==> src/rtl/perceptron_seq_if.sv <==
// Sample, weight-write and result bundle for perceptron_seq.
// The master drives samples and weight writes; the slave (the perceptron) returns results.
interface perceptron_seq_if #(
  parameter int unsigned N_IN  = 7,
  parameter int unsigned W_W   = 4,
  parameter int unsigned ACC_W = 8
);
  logic [N_IN-1:0]         x;
  logic                    target;
  logic                    train;
  logic                    in_valid;
  logic                    in_ready;
  logic                    w_wr_en;
  logic [3:0]              w_wr_idx;
  logic signed [W_W-1:0]   w_wr_data;
  logic                    y;
  logic signed [ACC_W-1:0] score;
  logic                    out_valid;
  logic                    updated;

  modport master (
    output x, target, train, in_valid, w_wr_en, w_wr_idx, w_wr_data,
    input  in_ready, y, score, out_valid, updated
  );

  modport slave (
    input  x, target, train, in_valid, w_wr_en, w_wr_idx, w_wr_data,
    output in_ready, y, score, out_valid, updated
  );
endinterface

==> src/rtl/perceptron_seq.sv <==
// Sequential perceptron: one multiply-accumulate step per cycle over N_IN binary features,
// signed weights plus bias. Define PERCEPTRON_TRAIN_EN to compile in online training with the
// perceptron rule (saturating +/-1 steps); without it, weights change only via direct writes.
module perceptron_seq #(
  parameter int unsigned N_IN  = 7,
  parameter int unsigned W_W   = 4,
  parameter int unsigned ACC_W = 8
) (
  input logic              clk,
  input logic              rst_n,
  perceptron_seq_if.slave  bus_io
);

  localparam int unsigned IdxW = 4;
  localparam logic [IdxW-1:0] LastX   = IdxW'(N_IN - 1);
  localparam logic [IdxW-1:0] BiasIdx = IdxW'(N_IN);

  typedef enum logic [1:0] {StIdle, StAcc, StDecide, StUpdate} state_e;

  state_e                  state_q, state_d;
  logic [IdxW-1:0]         idx_q, idx_d;
  logic signed [ACC_W-1:0] acc_q, acc_d;
  logic [N_IN-1:0]         x_q, x_d;
  logic                    y_q, y_d;
  logic signed [ACC_W-1:0] score_q, score_d;
  logic signed [W_W-1:0]   w_q [N_IN+1];

  logic signed [W_W-1:0]   w_sel;
  logic                    x_bit;
  logic signed [W_W-1:0]   bias_eff;
  logic signed [ACC_W-1:0] acc_sum;
  logic                    wr_hit;

  // Writes only land while idle and for an index that exists (bias included).
  assign wr_hit = (state_q == StIdle) && bus_io.w_wr_en && (bus_io.w_wr_idx <= BiasIdx);

  // A bias write on the accepting edge seeds the accumulator with the new value.
  assign bias_eff = (wr_hit && (bus_io.w_wr_idx == BiasIdx)) ? bus_io.w_wr_data : w_q[N_IN];

`ifdef PERCEPTRON_TRAIN_EN
  logic                    target_q, target_d;
  logic                    train_q, train_d;
  logic [N_IN:0]           upd_mask;

  // Bias always steps; a feature weight steps only when its input bit was set.
  assign upd_mask = {1'b1, x_q};

  function automatic logic signed [W_W-1:0] sat_step(input logic signed [W_W-1:0] w,
                                                     input logic up);
    logic signed [W_W-1:0] w_max, w_min, one;
    w_max = {1'b0, {(W_W-1){1'b1}}};
    w_min = {1'b1, {(W_W-1){1'b0}}};
    one   = W_W'(1);
    if (up) return (w == w_max) ? w : w + one;
    else    return (w == w_min) ? w : w - one;
  endfunction
`else
  logic unused_train;
  assign unused_train = bus_io.train ^ bus_io.target;
`endif

  // Select the weight and feature bit addressed by the running index.
  always_comb begin
    w_sel = '0;
    x_bit = 1'b0;
    for (int unsigned i = 0; i < N_IN; i++) begin
      if (idx_q == IdxW'(i)) begin
        w_sel = w_q[i];
        x_bit = x_q[i];
      end
    end
  end

  assign acc_sum = acc_q + (x_bit ? {{(ACC_W-W_W){w_sel[W_W-1]}}, w_sel} : '0);

  // Next-state and datapath control.
  always_comb begin
    state_d  = state_q;
    idx_d    = idx_q;
    acc_d    = acc_q;
    x_d      = x_q;
    y_d      = y_q;
    score_d  = score_q;
`ifdef PERCEPTRON_TRAIN_EN
    target_d = target_q;
    train_d  = train_q;
`endif
    unique case (state_q)
      StIdle: begin
        if (bus_io.in_valid) begin
          x_d      = bus_io.x;
`ifdef PERCEPTRON_TRAIN_EN
          target_d = bus_io.target;
          train_d  = bus_io.train;
`endif
          acc_d    = {{(ACC_W-W_W){bias_eff[W_W-1]}}, bias_eff};
          idx_d    = '0;
          state_d  = StAcc;
        end
      end
      StAcc: begin
        acc_d = acc_sum;
        idx_d = idx_q + IdxW'(1);
        // Result registers load on the last step so they are valid during DECIDE.
        if (idx_q == LastX) begin
          y_d     = ~acc_sum[ACC_W-1];
          score_d = acc_sum;
          state_d = StDecide;
        end
      end
      StDecide: begin
        idx_d   = '0;
        state_d = StIdle;
`ifdef PERCEPTRON_TRAIN_EN
        if (train_q && (y_q != target_q)) state_d = StUpdate;
`endif
      end
`ifdef PERCEPTRON_TRAIN_EN
      StUpdate: begin
        idx_d = idx_q + IdxW'(1);
        if (idx_q == BiasIdx) state_d = StIdle;
      end
`endif
      default: state_d = StIdle;
    endcase
  end

  // Control and result state registers.
  always_ff @(posedge clk or negedge rst_n) begin
    if (!rst_n) begin
      state_q  <= StIdle;
      idx_q    <= '0;
      acc_q    <= '0;
      x_q      <= '0;
      y_q      <= 1'b0;
      score_q  <= '0;
`ifdef PERCEPTRON_TRAIN_EN
      target_q <= 1'b0;
      train_q  <= 1'b0;
`endif
    end else begin
      state_q  <= state_d;
      idx_q    <= idx_d;
      acc_q    <= acc_d;
      x_q      <= x_d;
      y_q      <= y_d;
      score_q  <= score_d;
`ifdef PERCEPTRON_TRAIN_EN
      target_q <= target_d;
      train_q  <= train_d;
`endif
    end
  end

  // Weight/bias storage: direct writes in idle, training steps one register per cycle.
  always_ff @(posedge clk or negedge rst_n) begin
    if (!rst_n) begin
      for (int unsigned i = 0; i <= N_IN; i++) w_q[i] <= '0;
    end else begin
      for (int unsigned i = 0; i <= N_IN; i++) begin
        if (wr_hit && (bus_io.w_wr_idx == IdxW'(i))) w_q[i] <= bus_io.w_wr_data;
`ifdef PERCEPTRON_TRAIN_EN
        if ((state_q == StUpdate) && (idx_q == IdxW'(i)) && upd_mask[i]) begin
          w_q[i] <= sat_step(w_q[i], target_q);
        end
`endif
      end
    end
  end

  assign bus_io.in_ready  = (state_q == StIdle);
  assign bus_io.y         = y_q;
  assign bus_io.score     = score_q;
  assign bus_io.out_valid = (state_q == StDecide);
`ifdef PERCEPTRON_TRAIN_EN
  assign bus_io.updated   = (state_q == StUpdate) && (idx_q == BiasIdx);
`else
  assign bus_io.updated   = 1'b0;
`endif

endmodule

==> src/flat_wrapper.sv <==
// flat-port wrapper written by rule: the top's interface ports become plain ports
module perceptron_seq_flat 
#(
  parameter int unsigned N_IN  = 7,
  parameter int unsigned W_W   = 4,
  parameter int unsigned ACC_W = 8
)
  (clk, rst_n, bus_io_x, bus_io_target, bus_io_train, bus_io_in_valid, bus_io_w_wr_en, bus_io_w_wr_idx, bus_io_w_wr_data, bus_io_in_ready, bus_io_y, bus_io_score, bus_io_out_valid, bus_io_updated);
  perceptron_seq_if #(.N_IN(N_IN), .W_W(W_W), .ACC_W(ACC_W)) bus_io_i ();
  input logic clk;
  input logic rst_n;
  input wire logic [$bits(bus_io_i.x)-1:0] bus_io_x;
  input wire logic [$bits(bus_io_i.target)-1:0] bus_io_target;
  input wire logic [$bits(bus_io_i.train)-1:0] bus_io_train;
  input wire logic [$bits(bus_io_i.in_valid)-1:0] bus_io_in_valid;
  input wire logic [$bits(bus_io_i.w_wr_en)-1:0] bus_io_w_wr_en;
  input wire logic [$bits(bus_io_i.w_wr_idx)-1:0] bus_io_w_wr_idx;
  input wire logic [$bits(bus_io_i.w_wr_data)-1:0] bus_io_w_wr_data;
  output wire logic [$bits(bus_io_i.in_ready)-1:0] bus_io_in_ready;
  output wire logic [$bits(bus_io_i.y)-1:0] bus_io_y;
  output wire logic [$bits(bus_io_i.score)-1:0] bus_io_score;
  output wire logic [$bits(bus_io_i.out_valid)-1:0] bus_io_out_valid;
  output wire logic [$bits(bus_io_i.updated)-1:0] bus_io_updated;
  assign bus_io_i.x = bus_io_x;
  assign bus_io_i.target = bus_io_target;
  assign bus_io_i.train = bus_io_train;
  assign bus_io_i.in_valid = bus_io_in_valid;
  assign bus_io_i.w_wr_en = bus_io_w_wr_en;
  assign bus_io_i.w_wr_idx = bus_io_w_wr_idx;
  assign bus_io_i.w_wr_data = bus_io_w_wr_data;
  assign bus_io_in_ready = bus_io_i.in_ready;
  assign bus_io_y = bus_io_i.y;
  assign bus_io_score = bus_io_i.score;
  assign bus_io_out_valid = bus_io_i.out_valid;
  assign bus_io_updated = bus_io_i.updated;
  perceptron_seq #(.N_IN(N_IN), .W_W(W_W), .ACC_W(ACC_W)) u_core (.clk(clk), .rst_n(rst_n), .bus_io(bus_io_i));
endmodule
==> config.mk <==
export PLATFORM = sky130hd
export DESIGN_NAME = perceptron_seq_flat
export DESIGN_NICKNAME = d
export VERILOG_FILES = /design/src/rtl/perceptron_seq_if.sv /design/src/rtl/perceptron_seq.sv /design/src/flat_wrapper.sv
export SDC_FILE = /design/constraint.sdc
export NUM_CORES = 1
export LEC_CHECK = 0
export CORE_ASPECT_RATIO = 0.75
export CORE_MARGIN = 5
export CORE_UTILIZATION = 40
export CTS_CLUSTER_DIAMETER = 60
export CTS_CLUSTER_SIZE = 16
export DETAILED_ROUTE_END_ITERATION = 7
export MAX_ROUTING_LAYER = met4
export SYNTH_ARGS = -nofsm -noshare
export SYNTH_HDL_FRONTEND = slang
export SYNTH_SLANG_ARGS = --single-unit
==> constraint.sdc <==
create_clock -name clk -period 9.6 [get_ports clk]
set_clock_uncertainty 0.1 [all_clocks]
set_input_delay 1.92 -clock clk [delete_from_list [all_inputs] [get_ports clk]]
set_output_delay 1.92 -clock clk [all_outputs]
set_load 0.1 [all_outputs]
## After elaboration in Yosys (flattened, before gate mapping)

Index checks and enable logic that the tools add are counted.

- Register bits after elaboration: 62
- Logic and storage cells: 78
- Output and inout bits: 12
- Input bits: 21

- Bitwise logic cells: 1
- $add $sub $neg: 2
- Reductions and logical operators: 20
- Muxes and demuxes: 23
- Order comparisons: 1
- Eq/ne operators: 17

Operator list:

| cell | count |
|---|---|
| $mux 4 | 9 |
| $eq 4x3->1 const B | 7 |
| $eq 4x2->1 const B | 4 |
| $mux 8 | 2 |
| $pmux 8 s2 | 1 |
| $pmux 4 s3 | 1 |
| $logic_and 1x1->1 | 10 |
| $reduce_and 2->1 | 5 |
| $add 8x8->8 | 1 |
| $eq 4x1->1 const B | 2 |
| $logic_not 4->1 | 2 |
| $mux 1 | 7 |
| $add 4x1->4 const B | 1 |
| $le 4x3->1 const B | 1 |
| $mux 2 | 2 |
| $pmux 2 s2 | 1 |
| $reduce_bool 3->1 | 1 |
| $eq 2x1->1 const B | 1 |
| $eq 2x2->1 const B | 1 |
| $logic_not 2->1 | 1 |
| $ne 2x1->1 const B | 1 |
| $ne 2x2->1 const B | 1 |
| $reduce_bool 2->1 | 1 |
| $not 1->1 | 1 |

## Longest topological paths before layout

Gate-level depths: netlist (run 1).

- Word-level depth: 11
- Gate-level depth with buffers: 19
- Gate-level depth less buffers: 18

## Worst setup path before layout (run 1)

No wires, ideal clock.

- Path type: reg2out
- Start point: register u_core.state_q[1]
- End point: output bus_io_out_valid
- Buffers on the path: 1
- Arrival: 2046 ps
- Data required time: 7580 ps
- Setup slack: 5534 ps
- Cell stages (with the launch flop): 3
- Cells stage by stage: dfrtp_1 -> clkbuf_1 -> nor2b_1

- Longest elaborated chain between the ends: 1

Ends and longest elaborated chain:

| item | RTL line | RTL |
|---|---|---|
| start: declaration | perceptron_seq.sv:20 | `state_e state_q, state_d;` |
| start signal: assignment | perceptron_seq.sv:131 | `state_q <= StIdle;` |
| start signal: assignment | perceptron_seq.sv:142 | `state_q <= state_d;` |
| $eq 2x2->1 | perceptron_seq.sv:174 | `assign bus_io.out_valid = (state_q == StDecide);` |
| end: declaration | flat_wrapper.sv:22 | `output wire logic [$bits(bus_io_i.out_valid)-1:0] bus_io_out_valid;` |

No other way between the ends.

## Final worst setup path (run 1)

- Start point: register u_core.state_q[0]
- End point: output bus_io_in_ready

- Longest elaborated chain between the ends: 1

Ends and longest elaborated chain:

| item | RTL line | RTL |
|---|---|---|
| $logic_not 2->1 | perceptron_seq.sv:171 | `assign bus_io.in_ready = (state_q == StIdle);` |
| end: declaration | flat_wrapper.sv:19 | `output wire logic [$bits(bus_io_i.in_ready)-1:0] bus_io_in_ready;` |

No other way between the ends.

==> reports/qor.yml, run 1 <==
sta:
  setup_viol: 0
  worst_slew_pin_slew_ns: 0.973
  finalHoldViolCount: 0
  clock.fmax_ghz: 0.228
  max_slew_margin_pct: 34.9
  finalSetupTns_ns: 0
  slew_violations: 0
  post-route-period-util_pct: 45.7
  timing.hold.ws_ns: 0.384
  setup_ws_ns: 5.21
  fin_crit_ns: 4.39
  rsz0062_at_grt: "false"
clocking:
  hold_buffers: 0
  root_buffer: "clkbuf_8"
  clock_path_buffers: 2
  cts.clk_slew.worst_paths_ns: 0.07
  post_cts_buffers: 0
  numCtsBuffers: 9
  clock_latency_ns: 0.34
  cts.sinks: 62
  h-tree-depth: 3
  cts_tree: "built"
  cts-resized-gates: 0
power_and_ir_drop:
  power_mw: 1.26
  ir_worst_vdd_mv: 0.201
  power.internal_mw: 0.715
  swShare_pct: 43.2
  switching_power_mw: 0.543
  combinationalPowerShare_pct: 46.9
  clock_power_share_pct: 18.6
  p_per_area_nw_per_um2: 325
  seqPwrFrac_pct: 34.5
  p_leak_nw: 1.73
drt:
  vias_per_cell: 5.25
  first_pass_iters: 4
  routed_wl_um: 7290
  dr.first_iter.drc_count: 146
  drc: 0
  routedWlPerCell_um: 16.4
  vias: 2343
  ant_nets: 0
final_layout:
  drive_gt1_share_pct: 20.5
  fin_cells: 446
  final_core_util_pct: 48.5
  syn_to_final_growth_pct: 16.8
  final_cell_area_um2: 3870
  fin_nets: 365
  num_antenna_cells: 0
grt:
  gr-usage-all-layers_pct: 16.0
  grt_pass1_wl_um: 12200
  grt_max_degree: 63
  grt_pass1_vias: 2347
  antenna_found_initial: 0
  grt-ovfl-total: 0
synth:
  synth_area_leaders: "dfrtp_1, mux2_2, nand2_1"
  synth_edf_count: 0
  yosysMostFrequentCell: "dfrtp_1"
  ys_async_sr_fraction_pct: 100
  synth.top_cells.by_count: "dfrtp_1, mux2_2, nand2_1"
  avgSynthCellArea_um2: 10.8
  syn-num-nets: 337
  yosysUniqueCellTypes: 50
  ys_seq_elements: 62
  synth_seq_area_share_pct: 46.8
  yosys.area.top_type_share_pct: 46.8
  syn_inst: 308
  synth_ff_type: "dfrtp_1"
  ys.warnings.count: 0
  syn_area_um2: 3320
  yosysTopAreaCell: "dfrtp_1"
worst_hold_path:
  hp-start: "u_core.bus_io.score[0]"
  hold_path.class: "flip-flop to flip-flop"
  holdPathStages: 2
  hold_end: "u_core.bus_io.score[0]"
place:
  placed_cell_area_um2: 3670
  routabilityCongestion: 0.764
  dp_slack_ns: 5.34
  port_buffers: 29
  dpl.hpwl_um: 5020
  dp_cells: 430
worst_setup_path:
  reg2reg_depth: 14
  cp-start-kind: "flip-flop"
  crit_path_max_fanout: 15
  critical_path_arrival_ns: 2.37
  r2r_setup_slack_ns: 5.51
  r2r_end: "u_core.acc_q[7]"
  rr_startpoint: "u_core.idx_q[0]"
  critPathRequiredTime_ns: 7.58
  crit_type: "flip-flop to output pin"
  cp-end-kind: "output pin"
die:
  io_pins: 33
  die_area_um2: 10200
  die_x_um: 115
  initial_core_util_pct: 41.5
  die_h_um: 88.8
  rows: 28
  core_um2: 7990
flow_run:
  drv_cap: 0
status:
  status: "complete, no violations"
-- worst max-delay path: stages (launching register included) --
cell             delay (ns)
dfrtp_1                0.54
nor2_1                 0.29
clkdlybuf4s50_1        1.19
-- cell families after synthesis --
kind of cell,count (synthesis),share of synthesized area (%)
multiplexers,45,15.1
adder cells (fa/ha/maj),8,3.25
XOR/XNOR,9,2.38
buffers and inverters,23,3.40
flip-flops,62,46.8
AND/OR/NAND/NOR,90,13.8
other,1,0.113
AO/OA/AOI/OAI,70,15.1
-- cells in the final DEF (no fill, tap or decap), types with 4 or more instances in the layout --
| master | count |
|---|---|
| dfrtp_1 | 62 |
| mux2_2 | 41 |
| nand2_1 | 33 |
| clkdlybuf4s50_1 | 28 |
| nor2_1 | 21 |
| o21ai_0 | 21 |
| a21oi_1 | 18 |
| clkbuf_8 | 11 |
| nor3b_1 | 7 |
| inv_1 | 7 |
| ha_1 | 7 |
| o211ai_1 | 6 |
| xnor2_1 | 5 |
| nor2b_1 | 4 |
| mux2i_1 | 4 |
| xor2_1 | 4 |
| a221o_1 | 4 |
-- routing by layer --
layer	vias to the layer above	GRT usage (%)	routed length, um
li1	1151	-	-
met1	1133	22.6	3750
met2	51	21.9	3060
met3	8	4.58	378
met4	0	5.65	108
met5	-	-	0
-- area by class of cell --
cell class,instances,area (um2)
clock inverters,4,45.0
well taps,105,131
multi-input cells,223,1650
inverters,8,30.0
clock buffers,12,155
repair buffers,32,308
fillers,737,4120
flip-flops and latches,62,1550
-- state kept, by name, summed over array words and instances, names as in the netlist --
signal,count
u_core.w_q,32
u_core.acc_q,8
u_core.bus_io.score,8
u_core.x_q,7
u_core.idx_q,4
u_core.state_q,2
u_core.bus_io.y,1
-- worst max path at each step --
stage	to	depth (start not counted)	slack [ns]	startpoint
after detailed placement	u_core.acc_q[7]	7	5.34	bus_io_w_wr_idx[3]
after global placement	u_core.acc_q[6]	7	5.37	bus_io_w_wr_idx[3]
after global routing	bus_io_in_ready	2	5.11	u_core.state_q[0]
after floorplan	bus_io_out_valid	2	5.53	u_core.state_q[1]
after CTS	bus_io_in_ready	2	5.20	u_core.state_q[1]
final	bus_io_in_ready	2	5.21	u_core.state_q[0]
-- power groups by stage --
stage               combinational, mW  clock [mW]  sequential, mW
floorplan                       0.375           0           0.520
global route                    0.640       0.256           0.449
finish                          0.590       0.234           0.434
CTS                             0.592       0.242           0.434
detailed placement              0.591           0           0.438
global placement                0.581           0           0.435
No activity file was read; power rests on OpenSTA's default activity.
==> run 2, diff against run 1 <==
==> constraint.sdc (replaced) <==
create_clock -name clk -period 3.8 [get_ports clk]
set_clock_uncertainty 0.1 [all_clocks]
set_input_delay 0.76 -clock clk [delete_from_list [all_inputs] [get_ports clk]]
set_output_delay 0.76 -clock clk [all_outputs]
set_load 0.1 [all_outputs]
==> run 2 against run 1 <==
- critical path depth rose by 13
- non-clock buffer count rose by 7
- count of clock-buffer cells in the layout shrank 1
- combinational power grew to 2.7 times the previous value
- largest cell class unchanged
==> reports/qor.yml, run 2 (synthesized netlist as in run 1, its figures left out) <==
status:
  status: "complete, no violations"
worst_setup_path:
  worstPathCellList: "buf_4, ha_4, a211o_1, a32o_1, o21a_1, o211a_1, ha_1, inv_1, fa_2, inv_1, a21o_1, or4_1, mux2i_1, xor2_1, a221o_1"
  cp_top_family: "compound AO/OA/AOI/OAI gates"
  r2r_setup_slack_ns: 0.23
  crit_type: "flip-flop to flip-flop"
  path_buf_inv: 3
  critical_path.most_common_cell: "inv_1"
  r2r_end: "u_core.acc_q[6]"
  crit_path_max_fanout: 12
  critical_path_arrival_ns: 3.70
  cp_slowest_cell: "dfrtp_2"
  critPathRequiredTime_ns: 3.93
  cp-end-kind: "flip-flop"
  rr_startpoint: "u_core.idx_q[0]"
  cp-start-kind: "flip-flop"
  reg2reg_depth: 15
  critPathMaxStageDelay_ns: 0.42
  crit_cells: 15
drt:
  routed.top_layer: "met4"
  first_pass_iters: 4
  wl_met2_um: 3310
  dr.first_iter.drc_count: 132
  vias_per_cell: 5.36
  wl_met3_um: 370
  met1_length_um: 3820
  routedWlPerCell_um: 16.7
  ant_nets: 0
  drc: 0
  vias: 2424
  routed_wl_um: 7530
sta:
  worst_slew_pin_slew_ns: 0.976
  timing.hold.ws_ns: 0.235
  post-route-period-util_pct: 93.9
  clock.fmax_ghz: 0.280
  setup_ws_ns: 0.233
  slew_violations: 0
  fin_crit_ns: 3.57
  setup_viol: 0
  max_slew_margin_pct: 34.7
  finalHoldViolCount: 0
final_layout:
  num-fill-cells: 767
  drive_gt1_share_pct: 24.8
  fin_nets: 372
  largest_register: "u_core.w_q"
  syn_to_final_growth_pct: 20.1
  fin_cells: 452
  num_antenna_cells: 0
  final_cell_area_um2: 3980
  final_cell_mix: "dfrtp_1, mux2_2, nand2_1, clkdlybuf4s50_1, nor2_1"
  layout_commonest_cell: "dfrtp_1"
  largest_reg_flops: 32
grt:
  gr-usage-all-layers_pct: 16.4
  grt_pass1_vias: 2495
  grt_max_degree: 47
  antenna_found_initial: 0
  grt-ovfl-total: 0
  grt_pass1_wl_um: 12600
clocking:
  cts.clk_slew.worst_paths_ns: 0.07
  h-tree-depth: 3
  clock_path_buffers: 2
  cts_tree: "built"
  cts.sinks: 62
  clock_latency_ns: 0.34
  numCtsBuffers: 9
  root_buffer: "clkbuf_8"
place:
  dpl.hpwl_um: 5400
  port_buffers: 29
  placed_cell_area_um2: 3700
  dp_slack_ns: 0.0591
  dp_cells: 435
  routabilityCongestion: 0.791
die:
  io_pins: 33
  die_x_um: 115
  initial_core_util_pct: 41.5
  die_h_um: 88.8
  die_area_um2: 10200
  core_um2: 7990
  rows: 28
power_and_ir_drop:
  ir_worst_vdd_mv: 0.630
  p_leak_nw: 1.78
  p_per_area_nw_per_um2: 841
flow_run:
  drv_cap: 0
worst_hold_path:
  hold_path.class: "input pin to async pin"
-- run 2: changes by cell type in the layout (fill, tap and decap cells not counted), moves of 2 or more --
| cell | previous run | this run |
|---|---|---|
| ha_4 | 0 | 2 |
| ha_1 | 7 | 4 |
| buf_4 | 3 | 12 |
| clkdlybuf4s50_1 | 28 | 26 |
-- run 2: cell type report --
cell class / instances / area, um2 / area share [%]
Tap cell: 105 / 131 / 3.30
Multi-Input combinational cell: 223 / 1690 / 42.5
Sequential cell: 62 / 1550 / 39.0
Clock inverter: 4 / 70.1 / 1.76
Clock buffer: 11 / 151 / 3.80
Timing Repair Buffer: 39 / 355 / 8.93
Inverter: 8 / 30.0 / 0.754
-- run 2: per-stage QoR --
| step | TNS, ns | utilization, % | total power [mW] |
|---|---|---|---|
| after floorplan | 0 | - | 2.26 |
| after global placement | 0 | 46.4 | 2.60 |
| after detailed placement | 0 | 46.4 | 2.64 |
| after CTS | 0 | 49.2 | 3.31 |
| after global routing | -0.00189 | 49.8 | 3.57 |
| final | 0 | 49.8 | 3.35 |
-- run 2: worst max-delay path by stage --
stage                    start               to  slack (ns)
6_report       u_core.idx_q[0]  u_core.acc_q[6]        0.23
5_1_grt        u_core.idx_q[1]  u_core.acc_q[6]      -0.002
4_1_cts        u_core.idx_q[0]  u_core.acc_q[6]        0.05
3_5_place_dp   u_core.idx_q[0]  u_core.acc_q[7]        0.06
3_3_place_gp   u_core.idx_q[0]  u_core.acc_q[6]        0.10
2_1_floorplan  u_core.idx_q[1]  u_core.acc_q[6]        0.40
-- run 2: per-layer routing --
| metal | GRT usage (%) | vias up |
|---|---|---|
| met5 | - | - |
| met4 | 2.88 | 0 |
| met3 | 4.99 | 2 |
| met2 | 24.2 | 54 |
| met1 | 22.7 | 1194 |
| li1 | - | 1174 |
-- run 2: what timing repair did --
| action | 4_1_cts | 5_1_grt |
|---|---|---|
| hold endpoints to repair | 0 | 0 |
| resized for setup | 0 | 10 |
| setup endpoints to repair | 0 | 11 |
| hold buffers | 0 | 0 |
| setup buffers | 0 | 2 |
-- run 2: where the power goes --
part           internal [mW]  switching, mW
combinational          0.636          0.957
sequential             0.909          0.190
clock                  0.399          0.256
total                   1.94           1.40
==> run 3, diff against run 2 <==
--- a/config.mk
+++ b/config.mk
@@ -12,6 +12,7 @@
 export CTS_CLUSTER_SIZE = 16
 export DETAILED_ROUTE_END_ITERATION = 7
 export MAX_ROUTING_LAYER = met4
+export PLACE_DENSITY_LB_ADDON = 0.25
 export SYNTH_ARGS = -nofsm -noshare
 export SYNTH_HDL_FRONTEND = slang
 export SYNTH_SLANG_ARGS = --single-unit
==> run 3 against run 2 <==
- via count fell by 1.2%
- register-to-register slack got worse by 0.02 ns
- non-clock buffer count fell by 1
- critical endpoint unchanged
- sequential power barely moved
- count of clock-buffer cells in the layout did not move
- worst hold slack improved by 0.15 ns
- sequential cell count did not move
- largest power group unchanged
- cell count did not move
==> reports/qor.yml, run 3 (synthesized netlist as in run 1, its figures left out) <==
final_layout:
  num_antenna_cells: 0
  largest_reg_flops: 32
  final_cell_area_um2: 3980
  drive_gt1_share_pct: 24.5
  largest_register: "u_core.w_q"
  layout_commonest_cell: "dfrtp_1"
  num-fill-cells: 753
  fin_cells: 452
  final_cell_mix: "dfrtp_1, mux2_2, nand2_1, clkdlybuf4s50_1"
  fin_nets: 371
  syn_to_final_growth_pct: 19.9
worst_setup_path:
  cp-end-kind: "flip-flop"
  rr_startpoint: "u_core.idx_q[1]"
  crit_path_max_fanout: 4
  critPathRequiredTime_ns: 3.92
  cp-start-kind: "flip-flop"
  critical_path_arrival_ns: 3.71
  startpoint: "u_core.idx_q[1]"
  crit_type: "flip-flop to flip-flop"
clocking:
  cts.sinks: 62
  clock_path_buffers: 2
  numCtsBuffers: 9
  hold_buffers: 0
  post_cts_buffers: 0
  cts.clk_slew.worst_paths_ns: 0.07
  cts_tree: "built"
  cts-resized-gates: 0
  root_buffer: "clkbuf_8"
  h-tree-depth: 3
  clock_latency_ns: 0.34
drt:
  first_pass_iters: 4
  dr.first_iter.drc_count: 138
  ant_nets: 0
  routed_wl_um: 7070
  wl_met3_um: 315
  vias: 2396
  drc: 0
  met1_length_um: 3550
  routed.top_layer: "met4"
  wl_met2_um: 3140
  routedWlPerCell_um: 15.6
  vias_per_cell: 5.30
grt:
  grt_max_degree: 63
  grt-ovfl-total: 0
  antenna_found_initial: 0
  gr-usage-all-layers_pct: 16.0
  grt_pass1_wl_um: 12200
  grt_pass1_vias: 2421
die:
  die_h_um: 88.8
  rows: 28
  die_area_um2: 10200
  io_pins: 33
  initial_core_util_pct: 41.5
  die_x_um: 115
  core_um2: 7990
worst_hold_path:
  hold_path.class: "flip-flop to flip-flop"
  hp-start: "u_core.bus_io.score[4]"
sta:
  finalHoldViolCount: 0
  clock.fmax_ghz: 0.279
  slew_violations: 0
  setup_viol: 0
  fin_crit_ns: 3.59
  max_slew_margin_pct: 34.7
  rsz0062_at_grt: "true"
  worst_slew_pin_slew_ns: 0.976
  post-route-period-util_pct: 94.4
power_and_ir_drop:
  power_mw: 3.32
  p_leak_nw: 1.78
  ir_worst_vdd_mv: 0.455
  p_per_area_nw_per_um2: 835
place:
  dpl.hpwl_um: 5170
  placed_cell_area_um2: 3720
  routabilityCongestion: 0.814
  port_buffers: 29
  dp_cells: 436
status:
  status: "complete, no violations"
flow_run:
  drv_cap: 0
-- run 3: cell count changes in the layout (fill, tap and decap cells not counted), sizes merged --
cell,delta
buf,-1
clkinvlp,+1
-- run 3: power by group --
part           switching [mW]  internal, mW
logic                   0.938         0.622
registers               0.183         0.909
clock network           0.263         0.405
-- run 3: layer usage --
metal | GRT usage (%) | vias up
met5 | - | -
met3 | 4.72 | 9
met2 | 22.8 | 35
met4 | 4.48 | 0
li1 | - | 1166
met1 | 22.1 | 1186
-- run 3: path summary, 6_finish.rpt --
kind                       slack [ns]  cells after the start                      to
min                              0.38                      2  u_core.bus_io.score[4]
max in group asynchronous        2.56                      2         u_core.idx_q[0]
min in group asynchronous        0.49                      2          u_core.w_q[31]
max reg2reg                      0.21                     15         u_core.acc_q[6]
min reg2reg                      0.38                      2  u_core.bus_io.score[4]
max                              0.21                     15         u_core.acc_q[6]
-- run 3: area by class of cell --
| cell class | count | area, um2 | share of cell area (%) |
|---|---|---|---|
| multi-input combinational | 223 | 1670 | 42.0 |
| tap | 105 | 131 | 3.31 |
| sequential | 62 | 1550 | 39.1 |
| inverter | 8 | 30.0 | 0.755 |
| clock inverter | 5 | 81.3 | 2.05 |
| timing repair buffer | 38 | 360 | 9.07 |
| clock buffer | 11 | 151 | 3.81 |
-- run 3: worst max-delay path: stages (launching register included) --
cell and delay, ns:
dfrtp_1 0.41, inv_1 0.09, ha_1 0.26, a211o_1 0.28, a32o_1 0.23, o21a_2 0.25, o211a_1 0.12, ha_1 0.19
inv_1 0.07, fa_1 0.19, inv_1 0.05, a21o_1 0.22, or4_1 0.40, mux2i_1 0.18, xor2_1 0.11, a221o_1 0.30
-- run 3: through the flow --
step | util [%] | setup TNS (ns) | hold WS, ns | worst slack (ns)
after floorplan | - | 0 | 0.345 | 0.397
final | 49.8 | 0 | 0.382 | 0.214
after global routing | 49.8 | -0.0132 | 0.401 | -0.0132
after global placement | 46.6 | 0 | 0.362 | 0.180
after CTS | 49.5 | 0 | 0.385 | 0.116
after detailed placement | 46.6 | 0 | 0.368 | 0.135
